$ cat config.mk
export PLATFORM = sky130hd
export DESIGN_NAME = mvu_pe_popacc
export DESIGN_NICKNAME = d
export VERILOG_FILES = /design/src/rtl/mvu_pe_popacc_pkg.sv /design/src/rtl/mvu_pe_popcount.sv /design/src/rtl/mvu_pe_popacc.sv
export SDC_FILE = /design/constraint.sdc
export NUM_CORES = 1
export LEC_CHECK = 0
export ABC_AREA = 1
export CAP_MARGIN = 20
export CORE_AREA = 2 2 60 62
export CTS_BUF_LIST = sky130_fd_sc_hd__clkbuf_16
export DETAILED_ROUTE_END_ITERATION = 10
export DIE_AREA = 0 0 62 64
export PLACE_DENSITY = 0.61
export SETUP_SLACK_MARGIN = 0.15
export SKIP_CTS_REPAIR_TIMING = 1
export SLEW_MARGIN = 20
export SYNTH_ARGS = -nofsm -noshare
export SYNTH_HDL_FRONTEND = slang
export SYNTH_HIERARCHICAL = 1
export SYNTH_SLANG_ARGS = --single-unit
$ cat constraint.sdc
create_clock -name aclk -period 2 [get_ports aclk]
set_input_delay 0.4 -clock aclk [delete_from_list [all_inputs] [get_ports aclk]]
set_output_delay 0.4 -clock aclk [all_outputs]
set_load 0.01 [all_outputs]
$ cat src/rtl/mvu_pe_popacc_pkg.sv
// Shared MVAU processing-element definitions: default SIMD/SF/TDst and small
// elaboration-time helpers used by the popcount-accumulate datapath.
package mvu_pe_popacc_pkg;

  localparam int unsigned MVAU_SIMD = 4;
  localparam int unsigned MVAU_SF   = 3;
  localparam int unsigned MVAU_TDST = 8;

  function automatic int unsigned max1(input int unsigned v);
    return (v < 1) ? 1 : v;
  endfunction

endpackage

$ cat src/rtl/mvu_pe_popcount.sv
// Combinational popcount of SIMD one-bit products as a balanced pairwise adder
// tree; shared by the XNOR and standard-multiplier PE variants.
module mvu_pe_popcount #(
  parameter int unsigned SIMD = 4
) (
  input  logic [SIMD-1:0]            bits_i,
  output logic [$clog2(SIMD+1)-1:0]  cnt_o
);

  localparam int unsigned TPc = $clog2(SIMD + 1);

  logic [TPc-1:0] node [SIMD];

  // In-place tree: at level l, node[j] absorbs node[j+2^l] for j aligned to 2^(l+1).
  always_comb begin
    for (int unsigned i = 0; i < SIMD; i++) begin
      node[i] = TPc'(bits_i[i]);
    end
    for (int unsigned l = 0; l < 16; l++) begin
      if ((32'd1 << l) < SIMD) begin
        for (int unsigned j = 0; j < SIMD; j++) begin
          if (((j % (32'd2 << l)) == 0) && ((j + (32'd1 << l)) < SIMD)) begin
            node[j] = node[j] + node[j + (32'd1 << l)];
          end
        end
      end
    end
    cnt_o = node[0];
  end

endmodule

$ cat src/rtl/mvu_pe_popacc.sv
// PE popcount-accumulate: registered popcount of each XNOR beat, accumulated
// over SF synapse-fold beats, one-cycle valid pulse per completed fold.
module mvu_pe_popacc
  import mvu_pe_popacc_pkg::*;
#(
  parameter int unsigned SIMD = MVAU_SIMD,
  parameter int unsigned SF   = MVAU_SF,
  parameter int unsigned TDst = MVAU_TDST
) (
  input  logic            aclk,
  input  logic            aresetn,
  input  logic            clr,
  input  logic            in_v,
  input  logic [SIMD-1:0] in_simd,
  output logic            out_v,
  output logic [TDst-1:0] out_acc
);

  localparam int unsigned TPc  = $clog2(SIMD + 1);
  localparam int unsigned TCnt = max1($clog2(SF));

  logic [TCnt-1:0] cnt_q, cnt_d;
  logic [TPc-1:0]  pc_d, pc_q;
  logic            pcv_q, first_q, last_q;
  logic [TDst-1:0] acc_q, acc_sum_d, out_acc_q;
  logic            out_v_q;
  logic            accept, first_d, last_d, fire;

  mvu_pe_popcount #(.SIMD(SIMD)) u_popcount (
    .bits_i (in_simd),
    .cnt_o  (pc_d)
  );

  always_comb begin
    accept  = in_v & ~clr;
    first_d = (cnt_q == '0);
    last_d  = (cnt_q == TCnt'(SF - 1));
    cnt_d   = cnt_q;
    if (clr) begin
      cnt_d = '0;
    end else if (in_v) begin
      cnt_d = last_d ? '0 : cnt_q + 1'b1;
    end
    // clr also kills the beat sitting in stage 1 so its fold is never emitted.
    fire      = pcv_q & ~clr;
    acc_sum_d = (first_q ? '0 : acc_q) + TDst'(pc_q);
  end

  always_ff @(posedge aclk or negedge aresetn) begin
    if (!aresetn) begin
      cnt_q     <= '0;
      pc_q      <= '0;
      pcv_q     <= 1'b0;
      first_q   <= 1'b0;
      last_q    <= 1'b0;
      acc_q     <= '0;
      out_acc_q <= '0;
      out_v_q   <= 1'b0;
    end else begin
      cnt_q <= cnt_d;
      pcv_q <= accept;
      if (accept) begin
        pc_q    <= pc_d;
        first_q <= first_d;
        last_q  <= last_d;
      end
      out_v_q <= 1'b0;
      if (fire) begin
        acc_q <= acc_sum_d;
        if (last_q) begin
          out_acc_q <= acc_sum_d;
          out_v_q   <= 1'b1;
        end
      end
    end
  end

  assign out_v   = out_v_q;
  assign out_acc = out_acc_q;

endmodule

==> results.sh, run 1 <==
export IMPL_power_leakage_uw=0.000876
export IMPL_viasPerCell=4.59
export IMPL_fin_nets=197
export IMPL_cp_common_cell="nand2_1"
export IMPL_crit_path_start_kind="flop"
export IMPL_crit_family="simple AND/OR/NAND/NOR gates"
export IMPL_clock_sinks=25
export IMPL_dieWidth_um=62
export IMPL_grt_pass1_vias=1032
export IMPL_fin_crit_ps=1770
export IMPL_synth_area_per_cell_um2=8.14
export IMPL_clockBufferDepth=2
export IMPL_drtIter0Drc=52
export IMPL_clock_skew_ps=2.26
export IMPL_seqCellArea_um2=627
export IMPL_cp_depth=11
export IMPL_status="complete, no violations"
export IMPL_max_stage_delay_ps=440
export IMPL_cts_buffers_inserted=3
export IMPL_synth_edf_count=0
export IMPL_synth_nets=172
export IMPL_io_pins=17
export IMPL_pwr_share_seq_pct=44.4
export IMPL_maxCapViolations=0
export IMPL_core_area_um2=3280
export IMPL_antenna_left=0
export IMPL_overflow=0
export IMPL_tritoncts="built"
export IMPL_cp_slowest_cell="dfrtp_2"
export IMPL_p_total_uw=1390
export IMPL_end_kind="flop"
export IMPL_synth_commonest_cells="nand2_1 (52), dfrtp_1 (25), inv_1 (24)"
export IMPL_synth_ff_type="dfrtp_1"
export IMPL_vias=1041
export IMPL_instances_no_fill=227
export IMPL_p_clk_share_pct=32.1
export IMPL_grtUsageTotal_pct=15.1
export IMPL_syn_inst=157
export IMPL_p_comb_share_pct=23.5
export IMPL_yosys_area_top_type_share_pct=49.0
export IMPL_finalCritPeriodShare_pct=88.5
export IMPL_place_gp_congestion=0.771
export IMPL_clock_latency_ps=260
export IMPL_yosysMostFrequentCell="nand2_1"
export IMPL_rows=21
export IMPL_grt_pass1_wl_um=4450
export IMPL_finalSetupViolations=0
export IMPL_die_area_um2=3970
export IMPL_ys_ff_latch=25
export IMPL_route_detailed_wl_per_inst_um=11.2
export IMPL_worstPathArrival_ps=1970
export IMPL_worst_pin_slew_ps=319
export IMPL_clk_pin_slew_worst_paths_ps=60
export IMPL_crit_type="flop to flop"
export IMPL_synth_area_leaders="dfrtp_1 (49%), nand2_1 (15%), nand3_1 (7.8%)"
export IMPL_final_hold_viol_count=0
export IMPL_ys_seq_area_share_pct=49.0
export IMPL_syn_cell_area_um2=1280
export IMPL_totalWireLength_um=2550
export IMPL_antenna_cells=0
export IMPL_crit_chain="nor2_2 > ha_2 > inv_1 > fa_2 > inv_2 > nand2_1 > nand2_2 > nand3_1 > nand2_1 > nand3_1 > nand2_1"
export IMPL_p_sw_uw=390
export IMPL_worst_path_max_fanout=4
export IMPL_maxSlewViolCount=0
export IMPL_dp_hpwl_um=1840
export IMPL_p_int_uw=998
export IMPL_placedCellCount=220
export IMPL_portBuffers=16
export IMPL_fillers=325
export IMPL_yosys_area_top_type="dfrtp_1"
export IMPL_ir_drop_v=0.000333
export IMPL_multi_input_area_um2=563
export IMPL_dieHeight_um=64
export IMPL_start_util_pct=38.9
export IMPL_critPathBufInv=2
export IMPL_drt_pass1_iterations=4
export IMPL_synth_cell_types=17
export IMPL_drcViolationCount=0
export IMPL_p_per_area_nw_per_um2=848
export IMPL_ff2ff_path_depth=11
export IMPL_rsz0062_at_grt="no"
export IMPL_fmax_mhz=565
export IMPL_antenna_found_initial=0
export IMPL_min_path_type="flop to flop"
export IMPL_yosys_warnings=6
export IMPL_p_sw_share_pct=28.1
export IMPL_async_reset_ff_share_pct=100
export IMPL_layout_area_overhead_vs_synth_pct=28.2
export IMPL_min_path_cells=2
export IMPL_ctsRootBufferMaster="clkbuf_16"
export IMPL_required_ps=2200
export IMPL_h_tree_depth=1
export IMPL_drive_above_1_share_pct=14.9
export IMPL_grt_max_degree=26
export IMPL_relSlewSlack_pct=78.7
==> per-layer routing <==
layer | GRT usage (%) | part of all wire (%)
met1 | 19.3 | 46
met2 | 24.2 | 47
met4 | 6.65 | 2.4
met5 | 0 | 0
met3 | 2.43 | 3.8
==> registers in the layout, summed over array words and instances (netlist names) <==
register  cells
acc_q         8
cnt_q         2
pcv_q         1
first_q       1
out_v         1
last_q        1
pc_q          3
out_acc       8
==> area by class of cell <==
class | count | share of cell area [%]
sequential | 25 | 38.3
multi-input combinational | 102 | 34.4
clock buffer | 3 | 4.58
timing repair buffer | 21 | 12.4
tap | 46 | 3.51
clock inverter | 1 | 0.229
inverter | 29 | 6.65
==> power groups by stage <==
stage	Clock [uW]	Combinational (uW)	Sequential, uW
2_1_floorplan	0	165	632
3_3_place_gp	0	289	625
3_5_place_dp	0	296	627
4_1_cts	455	298	618
5_1_grt	483	377	626
6_report	445	327	617
==> kinds of logic (layout without fill, tap and decap cells) <==
group	after synthesis	after routing	share of synthesized area, %
compound gates	9	9	3.53
xor+xnor	1	1	0.686
fa+ha+maj	7	7	8.03
buf+inv	30	54	8.91
flops	25	25	49.0
simple gates	85	85	29.9
==> worst min-delay path: stages, from the launching register on <==
cell and delay, ps:
dfrtp_1 340, nand2_1 50, nand2_1 50
==> cell usage in the layout, fill, tap and decap left out, drive strengths merged <==
master	instances
nand3	21
ha	5
buf	5
fa	2
dfrtp	25
nand4	2
clkbuf	3
o21ai	9
nor2	9
xnor2	1
dlymetal6s2s	2
inv	30
clkdlybuf4s50	14
nand2	53
==> through the flow <==
stage | setup TNS [ps] | hold slack (ps) | area [um2] | setup slack, ps | utilization (%)
6_report | 0 | 473 | 1640 | 229 | 49.9
3_5_place_dp | -214 | 461 | 1510 | -164 | 45.8
4_1_cts | 0 | 478 | 1580 | 109 | 48.2
2_1_floorplan | 0 | 104 | 1280 | 339 | -
5_1_grt | 0 | 514 | 1640 | 104 | 49.9
3_3_place_gp | -147 | 461 | 1510 | -133 | 45.8
==> worst paths after layout <==
path | end | from | slack (ps)
min | out_acc[0] | out_acc[0] | 470
min reg2reg | out_acc[0] | out_acc[0] | 470
max | out_acc[6] | first_q | 230
min in group asynchronous | out_acc[0] | aresetn | 510
max reg2reg | out_acc[6] | first_q | 230
max in group asynchronous | first_q | aresetn | 1230
Power figures use the tool's default switching activity.
==> run 2, diff against run 1 <==
PLACE_DENSITY = 0.64   (was 0.61)
clock period = 1.5 ns   (was 2 ns; I/O delays follow)
==> results.sh, run 2 (synthesized netlist as in run 1, its figures left out) <==
export IMPL_p_per_area_nw_per_um2=1090
export IMPL_status="finished, violations left"
export IMPL_required_ps=1700
export IMPL_rows=21
export IMPL_ir_drop_v=0.000534
export IMPL_clock_sinks=25
export IMPL_pwr_share_seq_pct=44.0
export IMPL_worst_pin_slew_ps=318
export IMPL_clk_pin_slew_worst_paths_ps=60
export IMPL_r2r_slack_ps=-160
export IMPL_crit_family="simple AND/OR/NAND/NOR gates"
export IMPL_grt_max_degree=26
export IMPL_setup_ws_ps=-158
export IMPL_p_clk_share_pct=31.2
export IMPL_antenna_cells=0
export IMPL_drive_above_1_share_pct=21.3
export IMPL_grt_pass1_vias=1013
export IMPL_vias=1052
export IMPL_p_int_uw=1350
export IMPL_r2r_start="first_q"
export IMPL_maxSlewViolCount=0
export IMPL_cp_slowest_cell="dfrtp_2"
export IMPL_finalSetupViolations=10
export IMPL_timing_critical_path_from="first_q"
export IMPL_max_stage_delay_ps=430
export IMPL_drt_pass1_iterations=4
export IMPL_mostFrequentLayoutCells="nand2_1 (48), dfrtp_1 (24), inv_1 (20)"
export IMPL_crit_chain="nor2_2 > ha_2 > inv_2 > fa_2 > inv_1 > nand2_1 > nand2_2 > nand3_1 > nand2_1 > nand3_1 > nand2_1"
export IMPL_h_tree_depth=1
export IMPL_violations="setup timing"
export IMPL_antenna_found_initial=0
export IMPL_relSlewSlack_pct=78.8
export IMPL_start_util_pct=38.9
export IMPL_die_area_um2=3970
export IMPL_worstPathArrival_ps=1860
export IMPL_worst_path_max_fanout=4
export IMPL_dieHeight_um=64
export IMPL_clockBufferDepth=2
export IMPL_finalCritPeriodShare_pct=111
export IMPL_dp_hpwl_um=1790
export IMPL_portBuffers=16
export IMPL_fillers=307
export IMPL_overflow=0
export IMPL_route_detailed_wl_per_inst_um=10.2
export IMPL_timing_rr_end="acc_q[6]"
export IMPL_p_total_uw=1870
export IMPL_totalWireLength_um=2340
export IMPL_final_hold_viol_count=0
export IMPL_io_pins=17
export IMPL_clock_skew_ps=1.65
export IMPL_maxCapViolations=0
export IMPL_fin_nets=199
export IMPL_grt_pass1_wl_um=3980
export IMPL_tritoncts="built"
export IMPL_drcViolationCount=0
export IMPL_crit_path_start_kind="flop"
export IMPL_p_sw_share_pct=28.1
export IMPL_grtUsageTotal_pct=13.2
export IMPL_layout_commonest_cell="nand2_1"
export IMPL_antenna_left=0
export IMPL_drtIter0Drc=28
export IMPL_viasPerCell=4.59
export IMPL_critPathBufInv=2
export IMPL_fin_crit_ps=1660
export IMPL_p_comb_share_pct=24.8
export IMPL_p_sw_uw=525
export IMPL_ff2ff_path_depth=11
export IMPL_ctsRootBufferMaster="clkbuf_16"
export IMPL_end_kind="flop"
export IMPL_power_leakage_uw=0.00105
export IMPL_cp_common_cell="nand2_1"
export IMPL_fin_hold_ws_ps=411
export IMPL_fmax_mhz=603
export IMPL_rsz0062_at_grt="yes"
export IMPL_cts_buffers_inserted=3
export IMPL_layout_area_overhead_vs_synth_pct=33.9
export IMPL_core_area_um2=3280
export IMPL_crit_type="flop to flop"
export IMPL_dieWidth_um=62
export IMPL_min_path_type="primary input to asynchronous set/reset pin"
export IMPL_clock_latency_ps=260
export IMPL_place_gp_congestion=0.776
-- run 2: cell types whose count changed in the layout (fill, tap and decap cells not counted), moves of 2 or more --
| cell | previous run | this run |
|---|---|---|
| o21ai_2 | 0 | 2 |
| buf_4 | 5 | 7 |
| inv_1 | 22 | 20 |
| nand2_1 | 51 | 48 |
| nand2_2 | 1 | 4 |
| dlymetal6s2s_1 | 2 | 10 |
| clkdlybuf4s50_1 | 14 | 4 |
-- run 2: area by class of cell --
cell class,count,area [um2],area share (%)
Clock buffer,3,75.1,4.39
Clock inverter,1,3.75,0.219
Inverter,29,116,6.80
Multi-Input combinational cell,102,593,34.7
Sequential cell,25,627,36.6
Tap cell,46,57.6,3.37
Timing Repair Buffer,23,238,13.9
-- run 2: through the flow --
step	instances	utilization [%]	instance area, um2	setup TNS (ps)	setup slack (ps)
final	229	52.1	1710	-1160	-158
after global routing	229	52.1	1710	-2900	-278
after CTS	228	49.7	1630	-2360	-400
after detailed placement	224	47.3	1550	-2910	-672
after global placement	224	47.3	1550	-2560	-604
after floorplan	157	-	1290	-247	-75.2
-- run 2: power by group through the flow --
stage                     clock, uW  sequential (uW)  combinational, uW
after floorplan                   0              843                227
after global placement            0              831                417
after detailed placement          0              835                428
after CTS                       596              823                431
after global routing            632              835                534
final                           583              822                464
-- run 2: layer usage --
layer / vias to the layer above / routed length [um] / track usage (%)
met4: 0 / 64 / 6.12
li1: 538 / - / -
met2: 34 / 1090 / 22.8
met5: - / 0 / 0
met3: 10 / 117 / 1.82
met1: 470 / 1070 / 15.4
-- run 2: worst max-delay path by stage --
stage | end | slack (ps) | cells after the start
floorplan | acc_q[6] | -80 | 10
global placement | pc_q[1] | -600 | 8
detailed placement | pc_q[1] | -670 | 8
CTS | pc_q[1] | -400 | 8
global route | out_acc[6] | -280 | 10
finish | acc_q[6] | -160 | 11
